==> config.mk <==
export PLATFORM = sky130hd
export DESIGN_NAME = dmem_port_arbiter_flat
export DESIGN_NICKNAME = d
export VERILOG_FILES = /design/src/rtl/dmem_port_arbiter_pkg.sv /design/src/rtl/dmem_port_arbiter_if.sv /design/src/rtl/dmem_port_arbiter_read_tracker.sv /design/src/rtl/dmem_port_arbiter.sv /design/src/flat_wrapper.sv
export SDC_FILE = /design/constraint.sdc
export NUM_CORES = 1
export LEC_CHECK = 0
export CORE_MARGIN = 5
export CORE_UTILIZATION = 35
export DETAILED_ROUTE_END_ITERATION = 10
export PLACE_DENSITY_LB_ADDON = 0.25
export RECOVER_POWER = 100
export SLEW_MARGIN = 20
export SYNTH_ARGS = -nofsm -noshare
export SYNTH_HDL_FRONTEND = slang
export SYNTH_SLANG_ARGS = --single-unit
==> constraint.sdc <==
create_clock -name clk -period 5.6 [get_ports clk]
set_input_delay 1.12 -clock clk [delete_from_list [all_inputs] [get_ports clk]]
set_output_delay 1.12 -clock clk [all_outputs]
set_load 0.1 [all_outputs]
==> src/rtl/dmem_port_arbiter_pkg.sv <==
// Shared types for the data-memory port arbiter: FSM states, port owner, request bundle.
// Defaults for the starvation bound and read return latency live here too.
package riscv_arb_pkg;

    typedef enum logic [1:0] {
        IDLE     = 2'd0,
        LOCK_CPU = 2'd1,
        LOCK_GFX = 2'd2
    } arb_state_t;

    typedef enum logic [1:0] {
        OWN_NONE = 2'd0,
        OWN_CPU  = 2'd1,
        OWN_GFX  = 2'd2
    } owner_t;

    localparam int unsigned STARVE_LIMIT_DEF = 8;
    localparam int unsigned READ_LATENCY_DEF = 1;

    // One access as presented on the memory port.
    typedef struct packed {
        logic [31:0] addr;
        logic [31:0] din;
        logic [3:0]  we;
        logic        re;
    } mem_req_t;

endpackage

==> src/rtl/dmem_port_arbiter_if.sv <==
// Bus bundle between CPU memory stage, graphics bypass writer, memory port and the arbiter.
// Perf counter signals exist only when ARB_PERF_CNT_EN is defined.
interface dmem_port_arbiter_if;

    logic        cpu_req;
    logic [31:0] cpu_addr;
    logic [3:0]  cpu_we;
    logic [31:0] cpu_din;
    logic        cpu_stall;
    logic [31:0] cpu_dout;
    logic        cpu_rvalid;

    logic        gfx_req;
    logic [31:0] gfx_addr;
    logic [3:0]  gfx_we;
    logic [31:0] gfx_din;
    logic        gfx_ack;

    logic [31:0] mem_addr;
    logic [3:0]  mem_we;
    logic        mem_re;
    logic [31:0] mem_din;
    logic [31:0] mem_dout;
    logic        mem_ready;

`ifdef ARB_PERF_CNT_EN
    logic        perf_clr;
    logic [31:0] perf_cpu_stall_cycles;
    logic [31:0] perf_gfx_grants;
`endif

    // Requesters and memory model side.
    modport master (
        output cpu_req, cpu_addr, cpu_we, cpu_din,
        output gfx_req, gfx_addr, gfx_we, gfx_din,
        output mem_dout, mem_ready,
`ifdef ARB_PERF_CNT_EN
        output perf_clr,
        input  perf_cpu_stall_cycles, perf_gfx_grants,
`endif
        input  cpu_stall, cpu_dout, cpu_rvalid, gfx_ack,
        input  mem_addr, mem_we, mem_re, mem_din
    );

    // Arbiter side.
    modport slave (
        input  cpu_req, cpu_addr, cpu_we, cpu_din,
        input  gfx_req, gfx_addr, gfx_we, gfx_din,
        input  mem_dout, mem_ready,
`ifdef ARB_PERF_CNT_EN
        input  perf_clr,
        output perf_cpu_stall_cycles, perf_gfx_grants,
`endif
        output cpu_stall, cpu_dout, cpu_rvalid, gfx_ack,
        output mem_addr, mem_we, mem_re, mem_din
    );

endinterface

==> src/rtl/dmem_port_arbiter_read_tracker.sv <==
// Read-return tracker: delays each accepted CPU read by READ_LATENCY cycles, then captures mem_dout.
// Latency READ_LATENCY cycles; no backpressure (reads are always returned).
// cpu_dout passes mem_dout through on the return cycle and holds the captured value otherwise.
module arb_read_tracker #(
    parameter int unsigned READ_LATENCY = 1
) (
    input  logic        clk,
    input  logic        rst,
    input  logic        rd_accept,
    input  logic [31:0] mem_dout,
    output logic [31:0] cpu_dout,
    output logic        cpu_rvalid
);

    logic [READ_LATENCY-1:0] pipe_q;
    logic [31:0]             dout_q;

    always_ff @(posedge clk or negedge rst) begin
        if (!rst) begin
            pipe_q <= '0;
        end else begin
            pipe_q[0] <= rd_accept;
            for (int unsigned i = 1; i < READ_LATENCY; i++) begin
                pipe_q[i] <= pipe_q[i-1];
            end
        end
    end

    assign cpu_rvalid = pipe_q[READ_LATENCY-1];
    assign cpu_dout   = cpu_rvalid ? mem_dout : dout_q;

    always_ff @(posedge clk or negedge rst) begin
        if (!rst) begin
            dout_q <= '0;
        end else if (cpu_rvalid) begin
            dout_q <= mem_dout;
        end
    end

endmodule

==> src/rtl/dmem_port_arbiter.sv <==
// Shares one data-memory port between CPU load/store and graphics bypass writes; optional ARB_PERF_CNT_EN perf counters.
// Grant is combinational (zero latency when uncontended); CPU read data returns READ_LATENCY cycles after accept.
// mem_ready low locks the port to its owner with stable outputs; CPU stalls until accepted, gfx waits for gfx_ack.
module dmem_port_arbiter
    import riscv_arb_pkg::*;
#(
    parameter int unsigned STARVE_LIMIT = STARVE_LIMIT_DEF,
    parameter int unsigned READ_LATENCY = READ_LATENCY_DEF
) (
    input  logic               clk,
    input  logic               rst,
    dmem_port_arbiter_if.slave bus
);

    localparam logic [7:0] LIMIT = 8'(STARVE_LIMIT);

    arb_state_t  state_q, state_d;
    owner_t      owner;
    logic [7:0]  wait_cnt_q, wait_cnt_d;
    mem_req_t    hold_q, drive;
    logic        accept;
    logic        gfx_accept;
    logic        cpu_rd_accept;

    // Owner selection, port drive and next state. Everything is gated by rst so the
    // port and handshakes read as idle for the whole reset window.
    always_comb begin
        owner         = OWN_NONE;
        drive         = hold_q;
        drive.we      = 4'd0;
        drive.re      = 1'b0;
        state_d       = state_q;
        wait_cnt_d    = wait_cnt_q;
        accept        = 1'b0;
        gfx_accept    = 1'b0;
        cpu_rd_accept = 1'b0;

        if (rst) begin
            case (state_q)
                LOCK_CPU: owner = OWN_CPU;
                LOCK_GFX: owner = OWN_GFX;
                default: begin
                    if (bus.gfx_req && wait_cnt_q == LIMIT) owner = OWN_GFX;
                    else if (bus.cpu_req)                   owner = OWN_CPU;
                    else if (bus.gfx_req)                   owner = OWN_GFX;
                    else                                    owner = OWN_NONE;
                end
            endcase
        end

        // A locked owner replays the captured request so the port cannot glitch.
        if (state_q != IDLE) begin
            drive = hold_q;
        end else if (owner == OWN_CPU) begin
            drive = '{addr: bus.cpu_addr, din: bus.cpu_din, we: bus.cpu_we,
                      re: (bus.cpu_we == 4'd0)};
        end else if (owner == OWN_GFX) begin
            drive = '{addr: bus.gfx_addr, din: bus.gfx_din, we: bus.gfx_we, re: 1'b0};
        end

        accept        = (owner != OWN_NONE) && bus.mem_ready;
        gfx_accept    = accept && (owner == OWN_GFX);
        cpu_rd_accept = accept && (owner == OWN_CPU) && drive.re;

        if (accept) begin
            state_d = IDLE;
        end else if (owner == OWN_CPU) begin
            state_d = LOCK_CPU;
        end else if (owner == OWN_GFX) begin
            state_d = LOCK_GFX;
        end

        if (!bus.gfx_req || gfx_accept) begin
            wait_cnt_d = 8'd0;
        end else if (wait_cnt_q < LIMIT) begin
            wait_cnt_d = wait_cnt_q + 8'd1;
        end
    end

    always_ff @(posedge clk or negedge rst) begin
        if (!rst) begin
            state_q    <= IDLE;
            wait_cnt_q <= 8'd0;
            hold_q     <= '0;
        end else begin
            state_q    <= state_d;
            wait_cnt_q <= wait_cnt_d;
            // Capture on every fresh grant; this is both the lock snapshot and the idle hold value.
            if (state_q == IDLE && owner != OWN_NONE) begin
                hold_q <= drive;
            end
        end
    end

    assign bus.mem_addr  = drive.addr;
    assign bus.mem_din   = drive.din;
    assign bus.mem_we    = drive.we;
    assign bus.mem_re    = drive.re;
    assign bus.gfx_ack   = gfx_accept;
    assign bus.cpu_stall = rst && bus.cpu_req && !(owner == OWN_CPU && bus.mem_ready);

    arb_read_tracker #(
        .READ_LATENCY (READ_LATENCY)
    ) u_read_tracker (
        .clk        (clk),
        .rst        (rst),
        .rd_accept  (cpu_rd_accept),
        .mem_dout   (bus.mem_dout),
        .cpu_dout   (bus.cpu_dout),
        .cpu_rvalid (bus.cpu_rvalid)
    );

`ifdef ARB_PERF_CNT_EN
    logic [31:0] perf_stall_q;
    logic [31:0] perf_grant_q;

    always_ff @(posedge clk or negedge rst) begin
        if (!rst) begin
            perf_stall_q <= '0;
            perf_grant_q <= '0;
        end else if (bus.perf_clr) begin
            perf_stall_q <= '0;
            perf_grant_q <= '0;
        end else begin
            if (bus.cpu_stall) perf_stall_q <= perf_stall_q + 32'd1;
            if (gfx_accept)    perf_grant_q <= perf_grant_q + 32'd1;
        end
    end

    assign bus.perf_cpu_stall_cycles = perf_stall_q;
    assign bus.perf_gfx_grants       = perf_grant_q;
`endif

endmodule

==> src/flat_wrapper.sv <==
// flat-port wrapper written by rule: the top's interface ports become plain ports
module dmem_port_arbiter_flat import riscv_arb_pkg::*;
#(
    parameter int unsigned STARVE_LIMIT = STARVE_LIMIT_DEF,
    parameter int unsigned READ_LATENCY = READ_LATENCY_DEF
)
  (clk, rst, bus_cpu_req, bus_cpu_addr, bus_cpu_we, bus_cpu_din, bus_gfx_req, bus_gfx_addr, bus_gfx_we, bus_gfx_din, bus_mem_dout, bus_mem_ready, bus_cpu_stall, bus_cpu_dout, bus_cpu_rvalid, bus_gfx_ack, bus_mem_addr, bus_mem_we, bus_mem_re, bus_mem_din);
  dmem_port_arbiter_if bus_i ();
  input  logic clk;
  input  logic rst;
  input wire logic [$bits(bus_i.cpu_req)-1:0] bus_cpu_req;
  input wire logic [$bits(bus_i.cpu_addr)-1:0] bus_cpu_addr;
  input wire logic [$bits(bus_i.cpu_we)-1:0] bus_cpu_we;
  input wire logic [$bits(bus_i.cpu_din)-1:0] bus_cpu_din;
  input wire logic [$bits(bus_i.gfx_req)-1:0] bus_gfx_req;
  input wire logic [$bits(bus_i.gfx_addr)-1:0] bus_gfx_addr;
  input wire logic [$bits(bus_i.gfx_we)-1:0] bus_gfx_we;
  input wire logic [$bits(bus_i.gfx_din)-1:0] bus_gfx_din;
  input wire logic [$bits(bus_i.mem_dout)-1:0] bus_mem_dout;
  input wire logic [$bits(bus_i.mem_ready)-1:0] bus_mem_ready;
  output wire logic [$bits(bus_i.cpu_stall)-1:0] bus_cpu_stall;
  output wire logic [$bits(bus_i.cpu_dout)-1:0] bus_cpu_dout;
  output wire logic [$bits(bus_i.cpu_rvalid)-1:0] bus_cpu_rvalid;
  output wire logic [$bits(bus_i.gfx_ack)-1:0] bus_gfx_ack;
  output wire logic [$bits(bus_i.mem_addr)-1:0] bus_mem_addr;
  output wire logic [$bits(bus_i.mem_we)-1:0] bus_mem_we;
  output wire logic [$bits(bus_i.mem_re)-1:0] bus_mem_re;
  output wire logic [$bits(bus_i.mem_din)-1:0] bus_mem_din;
  assign bus_i.cpu_req = bus_cpu_req;
  assign bus_i.cpu_addr = bus_cpu_addr;
  assign bus_i.cpu_we = bus_cpu_we;
  assign bus_i.cpu_din = bus_cpu_din;
  assign bus_i.gfx_req = bus_gfx_req;
  assign bus_i.gfx_addr = bus_gfx_addr;
  assign bus_i.gfx_we = bus_gfx_we;
  assign bus_i.gfx_din = bus_gfx_din;
  assign bus_i.mem_dout = bus_mem_dout;
  assign bus_i.mem_ready = bus_mem_ready;
  assign bus_cpu_stall = bus_i.cpu_stall;
  assign bus_cpu_dout = bus_i.cpu_dout;
  assign bus_cpu_rvalid = bus_i.cpu_rvalid;
  assign bus_gfx_ack = bus_i.gfx_ack;
  assign bus_mem_addr = bus_i.mem_addr;
  assign bus_mem_we = bus_i.mem_we;
  assign bus_mem_re = bus_i.mem_re;
  assign bus_mem_din = bus_i.mem_din;
  dmem_port_arbiter #(.STARVE_LIMIT(STARVE_LIMIT), .READ_LATENCY(READ_LATENCY)) u_core (.clk(clk), .rst(rst), .bus(bus_i));
endmodule
== Word level (Yosys, flattened, before mapping) ==
Cells that the tools add are included.
Word-level totals
  output and inout bits: 104
  word-level logic and storage cells: 47
  RAM bits: 0
  bits in registers: 112
  bits in read-only memories: 0
  bits of input ports: 173
  memories kept: 0
  latch bits: 0
Cells by class
  bitwise logic cells: 0
  $lt $le $gt $ge: 1
  reduce and logical (&&, ||, !) cells: 18
  shift operators: 0
  divide/modulo/power cells: 0
  $add $sub $neg: 1
  $mul: 0
  multiplexer cells: 14
  eq/ne operators: 5
Operators with widths (count)
  two-way mux 69 bit: 3
  two-way mux 32 bit: 1
  two-way mux 8 bit: 2
  two-way mux 2 bit: 7
  logical AND 1 bit: 9
  adder 8 x 1 -> 8 bit (second input constant): 1
  == test 8 x 4 -> 1 bit (second input constant): 1
  less-than comparator 8 x 4 -> 1 bit (second input constant): 1
  nonzero test 2 bit: 3
  == test 2 x 1 -> 1 bit (second input constant): 2
  == test 2 bit (second input constant): 2
  logical NOT 4 bit: 1
  case mux 2 bit (2 select lines): 1
  nonzero test 3 bit: 1
  logical NOT 1 bit: 2
  logical NOT 2 bit: 1
  logical OR 1 bit: 1

== Depth between registers and ports, before layout ==
  depth in word-level cells: 10
  mapped depth: 12
  mapped depth without buffers: 9

== Modules after synthesis ==
From an unflattened synthesis, not the netlist that was laid out.
Second synthesis, totals
  cells, all modules: 598
  area total of the unflattened synthesis: 6144.6 um^2
By module, submodules not included
  dmem_port_arbiter: area each 4774.6 um^2, instances 1, cells each 529, sequential area each 1976.9 um^2
  arb_read_tracker: area each 1370.1 um^2, instances 1, cells each 69, sequential area each 825.8 um^2

== Worst setup path after synthesis ==
OpenSTA, ideal clock, no wires.
  path kind: input to output
  from: input port bus_gfx_req
  to: output port bus_mem_we[3]
  path slack: 304 ps
  path buffers: 2
  arrival: 4176 ps
  stages: 8
  data required time: 4480 ps
  path through: nand2_1 nor4_4 o311ai_0 ha_1 clkbuf_1 buf_1 a22oi_1 a21oi_1
On the way
  word-level cells in the longest chain between the ends: 9
  elaborated cells on any way between the ends: 11
  those cells by class: 2 x eq/ne; 8 x mux; 1 x reduce/logical
Ends and longest elaborated chain
  from (decl): line flat_wrapper.sv:15  | input wire logic [$bits(bus_i.gfx_req)-1:0] bus_gfx_req;
  two-way mux 2 bit: line dmem_port_arbiter.sv:45  | else if (bus.gfx_req) owner = OWN_GFX;
  two-way mux 2 bit: line dmem_port_arbiter.sv:44  | else if (bus.cpu_req) owner = OWN_CPU;
  two-way mux 2 bit *: line dmem_port_arbiter.sv:43  | if (bus.gfx_req && wait_cnt_q == LIMIT) owner = OWN_GFX;
  case mux 2 bit (2 select lines) *: line dmem_port_arbiter.sv:39  | case (state_q)
  two-way mux 2 bit *: line dmem_port_arbiter.sv:38  | if (rst) begin
  == test 2 bit: line dmem_port_arbiter.sv:57  | end else if (owner == OWN_GFX) begin
  two-way mux 69 bit: line dmem_port_arbiter.sv:57
  two-way mux 69 bit *: line dmem_port_arbiter.sv:54  | end else if (owner == OWN_CPU) begin
  two-way mux 69 bit *: line dmem_port_arbiter.sv:52  | if (state_q != IDLE) begin
  to (decl): line flat_wrapper.sv:26  | output wire logic [$bits(bus_i.mem_we)-1:0] bus_mem_we;
Every way passes the cells marked *; elsewhere a longest branch is shown, timed or not.

== Worst setup path in the final report ==
  from: input port bus_gfx_req
  to: output port bus_mem_din[4]
On the way
  word-level cells in the longest chain between the ends: 9
  elaborated cells on any way between the ends: 11
  those cells by class: 2 x eq/ne; 8 x mux; 1 x reduce/logical
Ends and longest elaborated chain
  two-way mux 2 bit: line dmem_port_arbiter.sv:45
  two-way mux 2 bit: line dmem_port_arbiter.sv:44
  two-way mux 2 bit *: line dmem_port_arbiter.sv:43
  case mux 2 bit (2 select lines) *: line dmem_port_arbiter.sv:39
  two-way mux 2 bit *: line dmem_port_arbiter.sv:38
  == test 2 bit: line dmem_port_arbiter.sv:57
  two-way mux 69 bit: line dmem_port_arbiter.sv:57
  two-way mux 69 bit *: line dmem_port_arbiter.sv:54
  two-way mux 69 bit *: line dmem_port_arbiter.sv:52
  to (decl): line flat_wrapper.sv:28  | output wire logic [$bits(bus_i.mem_din)-1:0] bus_mem_din;
Marked as above.

==> results.sh <==
export IMPL_root_buffer="clkbuf_16"
export IMPL_setup_ws_ps=477
export IMPL_cts_hold_buf=0
export IMPL_post_place_ws_ps=835
export IMPL_synth_fa_ha_area_share_pct=1.42
export IMPL_drv_slew=223
export IMPL_antenna_found_initial=0
export IMPL_synth_area_leader_cell="dfrtp_1"
export IMPL_finalCriticalPeriod_ps=5120
export IMPL_die_h_microns=152
export IMPL_start_util_pct=35.3
export IMPL_cts_made_buffers=9
export IMPL_place_gp_congestion=0.781
export IMPL_drc=0
export IMPL_final_cell_mix="clkdlybuf4s50_1, a22o_1, dfrtp_1, a21oi_1, nand2b_1"
export IMPL_std_cell_rows=52
export IMPL_grt_usage_pct=20.1
export IMPL_mostFrequentLayoutCell="clkdlybuf4s50_1"
export IMPL_critPathKind="in -> out"
export IMPL_violations="capacitance limit, slew limit"
export IMPL_vias=6867
export IMPL_num_nets_final=1099
export IMPL_clock_sinks=112
export IMPL_numPortBuffers=276
export IMPL_detail_route_iter0_violations=348
export IMPL_grt_pass1_vias=6762
export IMPL_dpl_hpwl_microns=16200
export IMPL_yosysSeqAreaShare_pct=39.6
export IMPL_arrival_ps=4000
export IMPL_synth_top_area_share_pct=39.6
export IMPL_synth_compound_area_share_pct=31.8
export IMPL_synth_top_family_by_area="compound AO/OA/AOI/OAI gates"
export IMPL_grt_max_degree=88
export IMPL_cp_end_kind="output port"
export IMPL_synth_seq_cells=112
export IMPL_synthToLayoutAreaGrowth_pct=48.6
export IMPL_rsz0062_at_grt="false"
export IMPL_whs_ps=481
export IMPL_grt_overflow=0
export IMPL_die_w_microns=152
export IMPL_syn_inst=695
export IMPL_critPathLaunchType="input pin"
export IMPL_synth_xor_area_share_pct=0
export IMPL_insertion_delay_ps=360
export IMPL_antenna_left=0
export IMPL_synthMuxAreaShare_pct=5.24
export IMPL_hp_class="reg -> reg"
export IMPL_worstPathMaxFanout=31
export IMPL_cts_resized_gates=0
export IMPL_cts_tree="done"
export IMPL_synth_area_top_cells="dfrtp_1, a22o_1, a221o_1"
export IMPL_netlist_area_sq_mm=0.00707
export IMPL_setup_violations=0
export IMPL_syn_avg_cell_area_sq_um=10.2
export IMPL_synthSimpleGateAreaFrac_pct=16.8
export IMPL_drt_pre_antenna_iters=4
export IMPL_tns_ps=0
export IMPL_wl_per_cell_microns=20.1
export IMPL_htreeDepth=3
export IMPL_synth_cell_types=33
export IMPL_max_cap_violations=4
export IMPL_slew_headroom_pct=-103
export IMPL_syn_nets=876
export IMPL_finalHoldViolations=0
export IMPL_outcome="complete, but fails checks"
export IMPL_yosys_warnings=0
export IMPL_die_area_sq_mm=0.0232
export IMPL_post_cts_setup_buffers=0
export IMPL_totalWireLength_microns=23900
export IMPL_grt_pass1_wl_microns=38600
export IMPL_drive_above_1_share_pct=13.0
export IMPL_routed_via_density=5.76
export IMPL_worst_pin_slew_ps=3050
export IMPL_clkTransAtPathRegs_ps=90
export IMPL_finalCritPeriodShare_pct=91.5
export IMPL_critPathRequiredTime_ps=4480
export IMPL_cts_buffer_depth=2
export IMPL_final_setup_skew_ps=7.59
export IMPL_core_sq_mm=0.0200
export IMPL_antenna_cells=0
export IMPL_ios=277
export IMPL_timing_fmax_ghz=0.195
==> cell type report <==
class,count,area [sq um]
clock buffer,9,225
clock inverter,7,82.6
inverter,7,26.3
tap,270,338
sequential,112,2800
fill,1846,9530
timing repair buffer,295,3080
multi-input combinational,493,3960
==> path summary, 6_finish.rpt <==
check                                                     start                         endpoint  slack [ps]  cells after the start
worst max-delay path                                bus_gfx_req                   bus_mem_din[4]         480                     11
worst min register to register  u_core.u_read_tracker.dout_q[3]  u_core.u_read_tracker.dout_q[3]         480                      1
worst max register to register             u_core.wait_cnt_q[6]                u_core.hold_q[22]        1510                      9
max in group asynchronous                                   rst                u_core.hold_q[31]        1480                      2
worst min-delay path            u_core.u_read_tracker.dout_q[3]  u_core.u_read_tracker.dout_q[3]         480                      1
min in group asynchronous                                   rst                u_core.hold_q[10]         790                      1
==> cell usage after synthesis <==
cell / number
mux2i_1: 1
nand3_1: 4
nand2b_1: 67
buf_2: 21
o21ai_0: 9
a21oi_1: 74
or4_4: 1
mux2_2: 32
nand4b_1: 64
nand2_1: 10
or3_1: 1
and3_1: 3
or2b_2: 1
dfrtp_1: 112
a221o_1: 64
clkbuf_1: 52
o21ai_1: 1
buf_1: 10
nor2_1: 7
nor4_1: 2
inv_1: 7
o311a_1: 1
nand3b_1: 2
o311ai_0: 1
o21a_1: 1
a22o_1: 128
a22oi_1: 4
nor2b_1: 3
a211oi_1: 1
nand4_1: 1
ha_1: 8
nor4_4: 1
and3_2: 1
==> worst max-delay path: stages <==
cell and delay [ps]:
dlygate4sd3_1 630, nand2_1 110, nor4_4 220, o311ai_0 180, clkbuf_1 200, ha_4 220
nor2b_4 160, buf_4 350, a22o_1 190, a22o_1 120, clkbuf_2 490
==> through the flow <==
step / std cells / area [sq um] / util (%)
after floorplan: 695 / 7070 / -
after global placement: 1177 / 10800 / 53.9
after detailed placement: 1177 / 10800 / 53.9
after CTS: 1193 / 11100 / 55.5
after global routing: 1193 / 10500 / 52.5
final: 1193 / 10500 / 52.5
==> routing by layer <==
metal	vias to the layer above	track usage [%]	wire, microns
li1	3209	-	-
met1	3400	27.8	10600
met2	227	31.4	11400
met3	31	4.03	1380
met4	0	6.72	553
met5	-	0	0
==> flip-flops by register name, summed over array words and instances, names as in the netlist <==
register                          count
u_core.hold_q                        69
u_core.wait_cnt_q                     8
u_core.state_q                        2
u_core.u_read_tracker.cpu_rvalid      1
u_core.u_read_tracker.dout_q         32
==> logic make-up after synthesis <==
group / Yosys count
buf+inv: 90
flops: 112
compound gates: 284
fa+ha+maj: 8
simple gates: 168
mux: 33
Power is not shown: default switching activity piles up to over one toggle a cycle in this logic, so the estimate is an artifact.
